### src/rtl/display_dynamic_scanner_pkg.sv
// Shared definitions for the scanned 7-segment display driver.
package display_dynamic_scanner_pkg;

  // Active-low segment bus value with every segment dark.
  localparam logic [6:0] SEG_OFF = 7'h7F;

  // Per-slot phase: selects held off first, then the digit is shown.
  typedef enum logic {BLANK, SHOW} state_t;

  // The decoder produces active-high segments; the shared bus is active-low.
  function automatic logic [6:0] toActiveLow(input logic [6:0] segHigh);
    return ~segHigh;
  endfunction

endpackage

### src/rtl/display_static_digit.sv
// Nibble to 7-segment decoder, active-high segments, bit 0 = a ... bit 6 = g.
module display_static_digit (
  input  logic [3:0] i_nibble,
  output logic [6:0] o_seg
);

  // Hex glyph lookup, lowercase b and d so they differ from 8 and 0.
  always_comb begin
    o_seg = 7'h00;
    case (i_nibble)
      4'h0: o_seg = 7'h3F;
      4'h1: o_seg = 7'h06;
      4'h2: o_seg = 7'h5B;
      4'h3: o_seg = 7'h4F;
      4'h4: o_seg = 7'h66;
      4'h5: o_seg = 7'h6D;
      4'h6: o_seg = 7'h7D;
      4'h7: o_seg = 7'h07;
      4'h8: o_seg = 7'h7F;
      4'h9: o_seg = 7'h6F;
      4'hA: o_seg = 7'h77;
      4'hB: o_seg = 7'h7C;
      4'hC: o_seg = 7'h39;
      4'hD: o_seg = 7'h5E;
      4'hE: o_seg = 7'h79;
      4'hF: o_seg = 7'h71;
      default: o_seg = 7'h00;
    endcase
  end

endmodule

### src/rtl/display_dynamic_scanner.sv
// Time-multiplexed common-anode 7-segment driver. New values are staged on
// load and copied into a shadow set only at frame boundaries so a frame never
// mixes old and new digits. Every output is registered.
module display_dynamic_scanner
  import display_dynamic_scanner_pkg::*;
#(
  parameter int W_DIGITS     = 6,
  parameter int REFRESH_DIV  = 50000,
  parameter int BLANK_CYCLES = 500
) (
  input  logic                  i_clk,
  input  logic                  i_reset_n,
  input  logic [4*W_DIGITS-1:0] i_number,
  input  logic [W_DIGITS-1:0]   i_dots,
  input  logic [W_DIGITS-1:0]   i_digit_en,
  input  logic                  i_load,
  output logic [6:0]            o_seg,
  output logic                  o_dp,
  output logic [W_DIGITS-1:0]   o_digit_sel,
  output logic                  o_frame_start
);

  localparam int W_PRESC = (REFRESH_DIV > 1) ? $clog2(REFRESH_DIV) : 1;
  localparam int W_IDX   = (W_DIGITS > 1) ? $clog2(W_DIGITS) : 1;
  localparam logic [W_PRESC-1:0] PRESC_LAST = W_PRESC'(REFRESH_DIV - 1);
  localparam logic [W_PRESC-1:0] BLANK_END  = W_PRESC'(BLANK_CYCLES);
  localparam logic [W_IDX-1:0]   IDX_LAST   = W_IDX'(W_DIGITS - 1);

  logic [W_PRESC-1:0]    r_presc, w_nextPresc;
  logic [W_IDX-1:0]      r_idx, w_nextIdx;
  state_t                r_state, w_nextState;
  logic                  r_first;
  logic                  w_boundary;
  logic [4*W_DIGITS-1:0] r_stageNum, r_shadowNum;
  logic [W_DIGITS-1:0]   r_stageDots, r_shadowDots;
  logic [W_DIGITS-1:0]   r_stageEn, r_shadowEn;
  logic                  r_pending;
  logic [3:0]            w_nibble;
  logic [6:0]            w_segHigh;
  logic [6:0]            w_segNext;
  logic                  w_dpNext;
  logic [W_DIGITS-1:0]   w_selNext;
  logic [6:0]            r_seg;
  logic                  r_dp;
  logic [W_DIGITS-1:0]   r_sel;
  logic                  r_frameStart;

  // A frame ends on the last cycle of the last slot; the first cycle after
  // reset also counts so a load there lands directly in the shadow set.
  assign w_boundary = ((r_presc == PRESC_LAST) && (r_idx == IDX_LAST)) || r_first;

  // Next prescaler/index and the slot phase they imply.
  always_comb begin
    w_nextPresc = r_presc + 1'b1;
    w_nextIdx   = r_idx;
    if (r_presc == PRESC_LAST) begin
      w_nextPresc = '0;
      w_nextIdx   = (r_idx == IDX_LAST) ? '0 : r_idx + 1'b1;
    end
    w_nextState = (w_nextPresc < BLANK_END) ? BLANK : SHOW;
  end

  // Scan position and slot phase registers.
  always_ff @(posedge i_clk or negedge i_reset_n) begin
    if (!i_reset_n) begin
      r_presc <= '0;
      r_idx   <= '0;
      r_state <= BLANK;
      r_first <= 1'b1;
    end else begin
      r_presc <= w_nextPresc;
      r_idx   <= w_nextIdx;
      r_state <= w_nextState;
      r_first <= 1'b0;
    end
  end

  // Staging takes every load; the shadow set only changes at a frame boundary.
  always_ff @(posedge i_clk or negedge i_reset_n) begin
    if (!i_reset_n) begin
      r_stageNum   <= '0;
      r_stageDots  <= '0;
      r_stageEn    <= '0;
      r_shadowNum  <= '0;
      r_shadowDots <= '0;
      r_shadowEn   <= '0;
      r_pending    <= 1'b0;
    end else begin
      if (i_load) begin
        r_stageNum  <= i_number;
        r_stageDots <= i_dots;
        r_stageEn   <= i_digit_en;
      end
      if (w_boundary) begin
        if (i_load) begin
          r_shadowNum  <= i_number;
          r_shadowDots <= i_dots;
          r_shadowEn   <= i_digit_en;
        end else if (r_pending) begin
          r_shadowNum  <= r_stageNum;
          r_shadowDots <= r_stageDots;
          r_shadowEn   <= r_stageEn;
        end
        r_pending <= 1'b0;
      end else if (i_load) begin
        r_pending <= 1'b1;
      end
    end
  end

  assign w_nibble = r_shadowNum[{r_idx, 2'b00} +: 4];

  display_static_digit u_digit (
    .i_nibble (w_nibble),
    .o_seg    (w_segHigh)
  );

  // Pin values for the current slot phase; disabled digits keep their select off.
  always_comb begin
    w_segNext = SEG_OFF;
    w_dpNext  = 1'b1;
    w_selNext = '1;
    if (r_state == SHOW) begin
      w_segNext = toActiveLow(w_segHigh);
      w_dpNext  = ~r_shadowDots[r_idx];
      if (r_shadowEn[r_idx]) begin
        w_selNext[r_idx] = 1'b0;
      end
    end
  end

  // Output registers; frame_start lines up with the first BLANK cycle of slot 0.
  always_ff @(posedge i_clk or negedge i_reset_n) begin
    if (!i_reset_n) begin
      r_seg        <= SEG_OFF;
      r_dp         <= 1'b1;
      r_sel        <= '1;
      r_frameStart <= 1'b0;
    end else begin
      r_seg        <= w_segNext;
      r_dp         <= w_dpNext;
      r_sel        <= w_selNext;
      r_frameStart <= (r_presc == '0) && (r_idx == '0);
    end
  end

  assign o_seg         = r_seg;
  assign o_dp          = r_dp;
  assign o_digit_sel   = r_sel;
  assign o_frame_start = r_frameStart;

endmodule
### config.mk
export PLATFORM = sky130hd
export DESIGN_NAME = display_dynamic_scanner
export DESIGN_NICKNAME = d
export VERILOG_FILES = /design/src/rtl/display_dynamic_scanner_pkg.sv /design/src/rtl/display_static_digit.sv /design/src/rtl/display_dynamic_scanner.sv
export SDC_FILE = /design/constraint.sdc
export NUM_CORES = 1
export LEC_CHECK = 0
export ABC_AREA = 0
export BUFFER_PORTS_ARGS = -buffer_cell sky130_fd_sc_hd__buf_2
export CAP_MARGIN = 20
export CORE_UTILIZATION = 59
export CTS_BUF_LIST = sky130_fd_sc_hd__clkbuf_16
export CTS_CLUSTER_DIAMETER = 60
export DETAILED_ROUTE_END_ITERATION = 12
export PLACE_DENSITY = 0.81
export SYNTH_ARGS = -nofsm -noshare
export SYNTH_HDL_FRONTEND = slang
export SYNTH_SLANG_ARGS = --single-unit
### constraint.sdc
create_clock -name i_clk -period 3.1 [get_ports i_clk]
set_input_delay 0.62 -clock i_clk [delete_from_list [all_inputs] [get_ports i_clk]]
set_output_delay 0.62 -clock i_clk [all_outputs]
set_load 0.02 [all_outputs]
==> key figures <==
Run status
  • Status: completed

Drt
  • Vias/cell: approximately 5.7
  • 1st-pass router iterations: 7
  • Wirelength per Cell: 17.4 um
  • Routed Antenna Nets: 0
  • Total Routed Length: around 9400 um
  • Drt first-iter violations: 138
  • Residual DRC: 0
  • Detailed-route via count: 3,115

Synthesis
  • Synth area leaders: dfrtp_1 (46%), mux2_2 (11%), mux2_4 (8.8%)
  • Synthesis Warnings: 0
  • Most numerous cell in the Yosys netlist: dfrtp_1
  • Compound-Gate Fraction of Synth Area: 5.97%
  • Synth cell types: between 50 and 60
  • Synth Cell Area: 0.00509 mm2
  • Syn nets: around 430
  • Top_reg_cell synth: dfrtp_1
  • Synth top area share: about 46%
  • Xor and xnor fraction of the mapped netlist area: approximately 2.8%
  • Post-synthesis mux area share: between 20 and 25%
  • Synth area leader: dfrtp_1
  • Synth Area in Adders: a little under 2%
  • Mapped Cells: between 300 and 400
  • Asr flop ratio synth: 100%
  • Post-synthesis simple-gate area fraction: 8.92%
  • Syn Area/Cell: around 13 um2
  • Sequential share of the synthesized area: a little over half
  • Synthesized flop and latch total: 109
  • Commonest cells post-synth: dfrtp_1 (94), mux2_2 (49), mux2_4 (30)
  • Number of flops mapped to enable cells by yosys: 0
  • Main combinational cell family by area after synthesis: multiplexers

Timing
  • Final Setup Violations: 0
  • Setup TNS: 0 ns
  • Unrepaired setup endpoints after global routing: no
  • Slew HR: a little under three fifths
  • Fin. max-slew vios: 0
  • Tmin final: between 2 and 3 ns
  • Final worst-path cycle share: around 83%
  • Final setup skew: about 0.0086 ns
  • Fmax: ~390 MHz
  • Final hold violation count: 0
  • Worst Tran Pin Value: 0.636 ns

Clock network
  • CTS max path bufs: 2
  • Clock Pin Slew Worst Setup and Hold Paths: 0.08 ns
  • Hold buffer count at CTS: 0
  • Post_cts resized: 0
  • CTS tree: done
  • CTS Buf Count: 9
  • Setup Fix Bufs, Post-CTS: 0
  • Clk_lat worst skew: approximately 0.35 ns
  • Root buffer cell: clkbuf_16
  • Sinks on Clock Net: roughly 110
  • Total number of H-tree levels: 3

Setup path
  • Crit path capture type: flop
  • R2R setup slack: 0.54 ns
  • WP data arrival: about 2.8 ns
  • CP Depth: 7
  • Cell type of the slowest stage on the worst timing path: dfrtp_1
  • Worst setup path end: o_seg[5]
  • Max incr delay on CP: roughly 0.57 ns
  • Critical path type: flop to flop
  • Critical path cell sequence: mux4_2, a22oi_2, inv_1, ha_1, a21boi_0, o21ai_0, o311ai_0
  • Crit. Startpoint: r_idx[0]
  • CP top delay family: compound AO/OA/AOI/OAI gates
  • Crit start category: flop
  • Max FO, Critical Path: 8
  • Critical R2R Launch: r_idx[0]
  • Critical path buffers and inverters: 1
  • Worst reg-to-reg path cell count: 7
  • Reg-to-reg endpoint: o_seg[5]
  • Req. time, crit path: between 3 and 4 ns

Hold path
  • Worst min path class: input pin to async pin

Final layout
  • Synth-to-Final Area Change: 12.1%
  • Layout cell share with drive strength beyond 1: between 40% and 50%
  • Net count reported at finish: approximately 480
  • Final Instance Count excl. Fillers: roughly 540
  • ANT cells: 0

Floorplan
  • Row Count: 33
  • Die height: about 95 um
  • Die W: roughly 95 um
  • I/O pin count: 54
  • Initial Utilization: 61.4%
  • DIE AREA: approximately 0.009 mm2
  • Core Footprint: around 0.0083 mm2

Power and ir drop
  • Max VDD drop: 305 uV
  • Static leakage: around 2.5 nW
  • Power Total: ~3.2 mW
  • Pwr dens: between 500 and 600 mW/mm2

Placed design
  • Inst Count DP: roughly 530
  • DP HPWL: 6470 um
  • GPL Wtd Cong: 0.893
  • I/O Buffers: 53

GRT
  • First-pass GRT wire length: 16,000 um
  • Global Route Usage Sum: 23.9%
  • Largest net degree at the start of global routing: 64
  • Antenna violations before repair: 0
  • Global route overflow: 0
  • Vias in the first global route: around 3,200

Flow run
  • Max Cap Viol: 0
-- worst register-to-register path, stage by stage, from the launching register on --
cell      delay [ns]
dfrtp_1         0.57
mux4_2          0.56
a22oi_2         0.39
inv_1           0.12
ha_1            0.25
a21boi_0        0.15
o21ai_0         0.25
o311ai_0        0.18
-- worst min-delay path by stage --
stage | cells past startpoint | start | slack, ns | endpoint
after global routing | 1 | i_reset_n | 0.31 | r_stageNum[10]
final | 1 | i_reset_n | 0.26 | r_stageNum[11]
after detailed placement | 1 | r_shadowEn[0] | 0.42 | o_digit_sel[0]
after floorplan | 0 | i_reset_n | 0.32 | o_frame_start
after CTS | 1 | i_reset_n | 0.29 | r_stageNum[11]
after global placement | 1 | r_shadowEn[1] | 0.44 | o_digit_sel[1]
-- cells by family (layout without fill, tap and decap cells) --
group	count (synthesis)	in the layout
AND/OR/NAND/NOR	86	86
AO/OA/AOI/OAI	40	40
multiplexers	88	88
XOR/XNOR	16	16
flip-flops	109	109
buffers and inverters	32	89
other	1	1
adder cells (fa/ha/maj)	8	8
-- sequential cells by signal, summed over array words and instances (netlist names) --
register,count
r_shadowEn,6
r_idx,3
r_stageDots,6
o_frame_start,1
o_dp,1
r_state,1
r_stageNum,24
r_first,1
r_pending,1
o_digit_sel,6
r_shadowDots,6
r_stageEn,6
r_shadowNum,24
o_seg,7
r_presc,16
-- power by group --
group / total, mW / switching [mW] / internal (mW) / leakage [nW]
clock network: 1.11 / 0.541 / 0.566 / 0.141
logic: 0.455 / 0.198 / 0.257 / 1.07
registers: 1.64 / 0.0730 / 1.56 / 1.29
-- stage by stage --
stage,instance area (um2),hold WS [ns],setup slack (ns),utilization [%]
after CTS,5710,0.286,0.545,68.8
after detailed placement,5420,0.425,0.579,65.3
after global routing,5710,0.313,0.318,68.8
after floorplan,5090,0.324,0.801,-
final,5710,0.265,0.538,68.8
after global placement,5420,0.440,0.667,65.3
-- per-layer routing --
metal	share of wire, %	wire length [um]	vias up	global-route usage (%)
li1	-	-	1454	-
met1	47	4390	1570	32.8
met2	48	4520	77	38.1
met3	3.8	356	14	4.51
met4	1.6	155	0	9.09
met5	0	0	-	0
-- layout by cell type (no fill, tap or decap), types with 4 or more instances in the layout --
cell / Yosys / final
nor2_1: 24 / 24
inv_1: 13 / 13
buf_4: 6 / 6
dfrtp_1: 94 / 94
buf_2: 2 / 52
mux2_2: 49 / 49
nor3_1: 8 / 8
mux4_2: 4 / 4
ha_1: 8 / 8
dfstp_2: 15 / 15
nand2_1: 15 / 15
nand3_1: 8 / 8
nor4_1: 4 / 4
o21ai_0: 7 / 7
nand4_1: 6 / 6
a21oi_1: 4 / 4
clkbuf_16: 0 / 9
mux2i_1: 5 / 5
xor2_1: 7 / 7
mux2_4: 30 / 30
xnor2_1: 9 / 9
-- final cells by class --
type / count / area (um2)
clock buffer: 9 / 225
clock inverter: 7 / 67.6
fill: 563 / 2590
inverter: 13 / 48.8
multi-input combinational: 239 / 2140
sequential: 109 / 2750
tap: 105 / 131
timing repair buffer: 60 / 345
No activity file was read; power rests on OpenSTA's default activity.
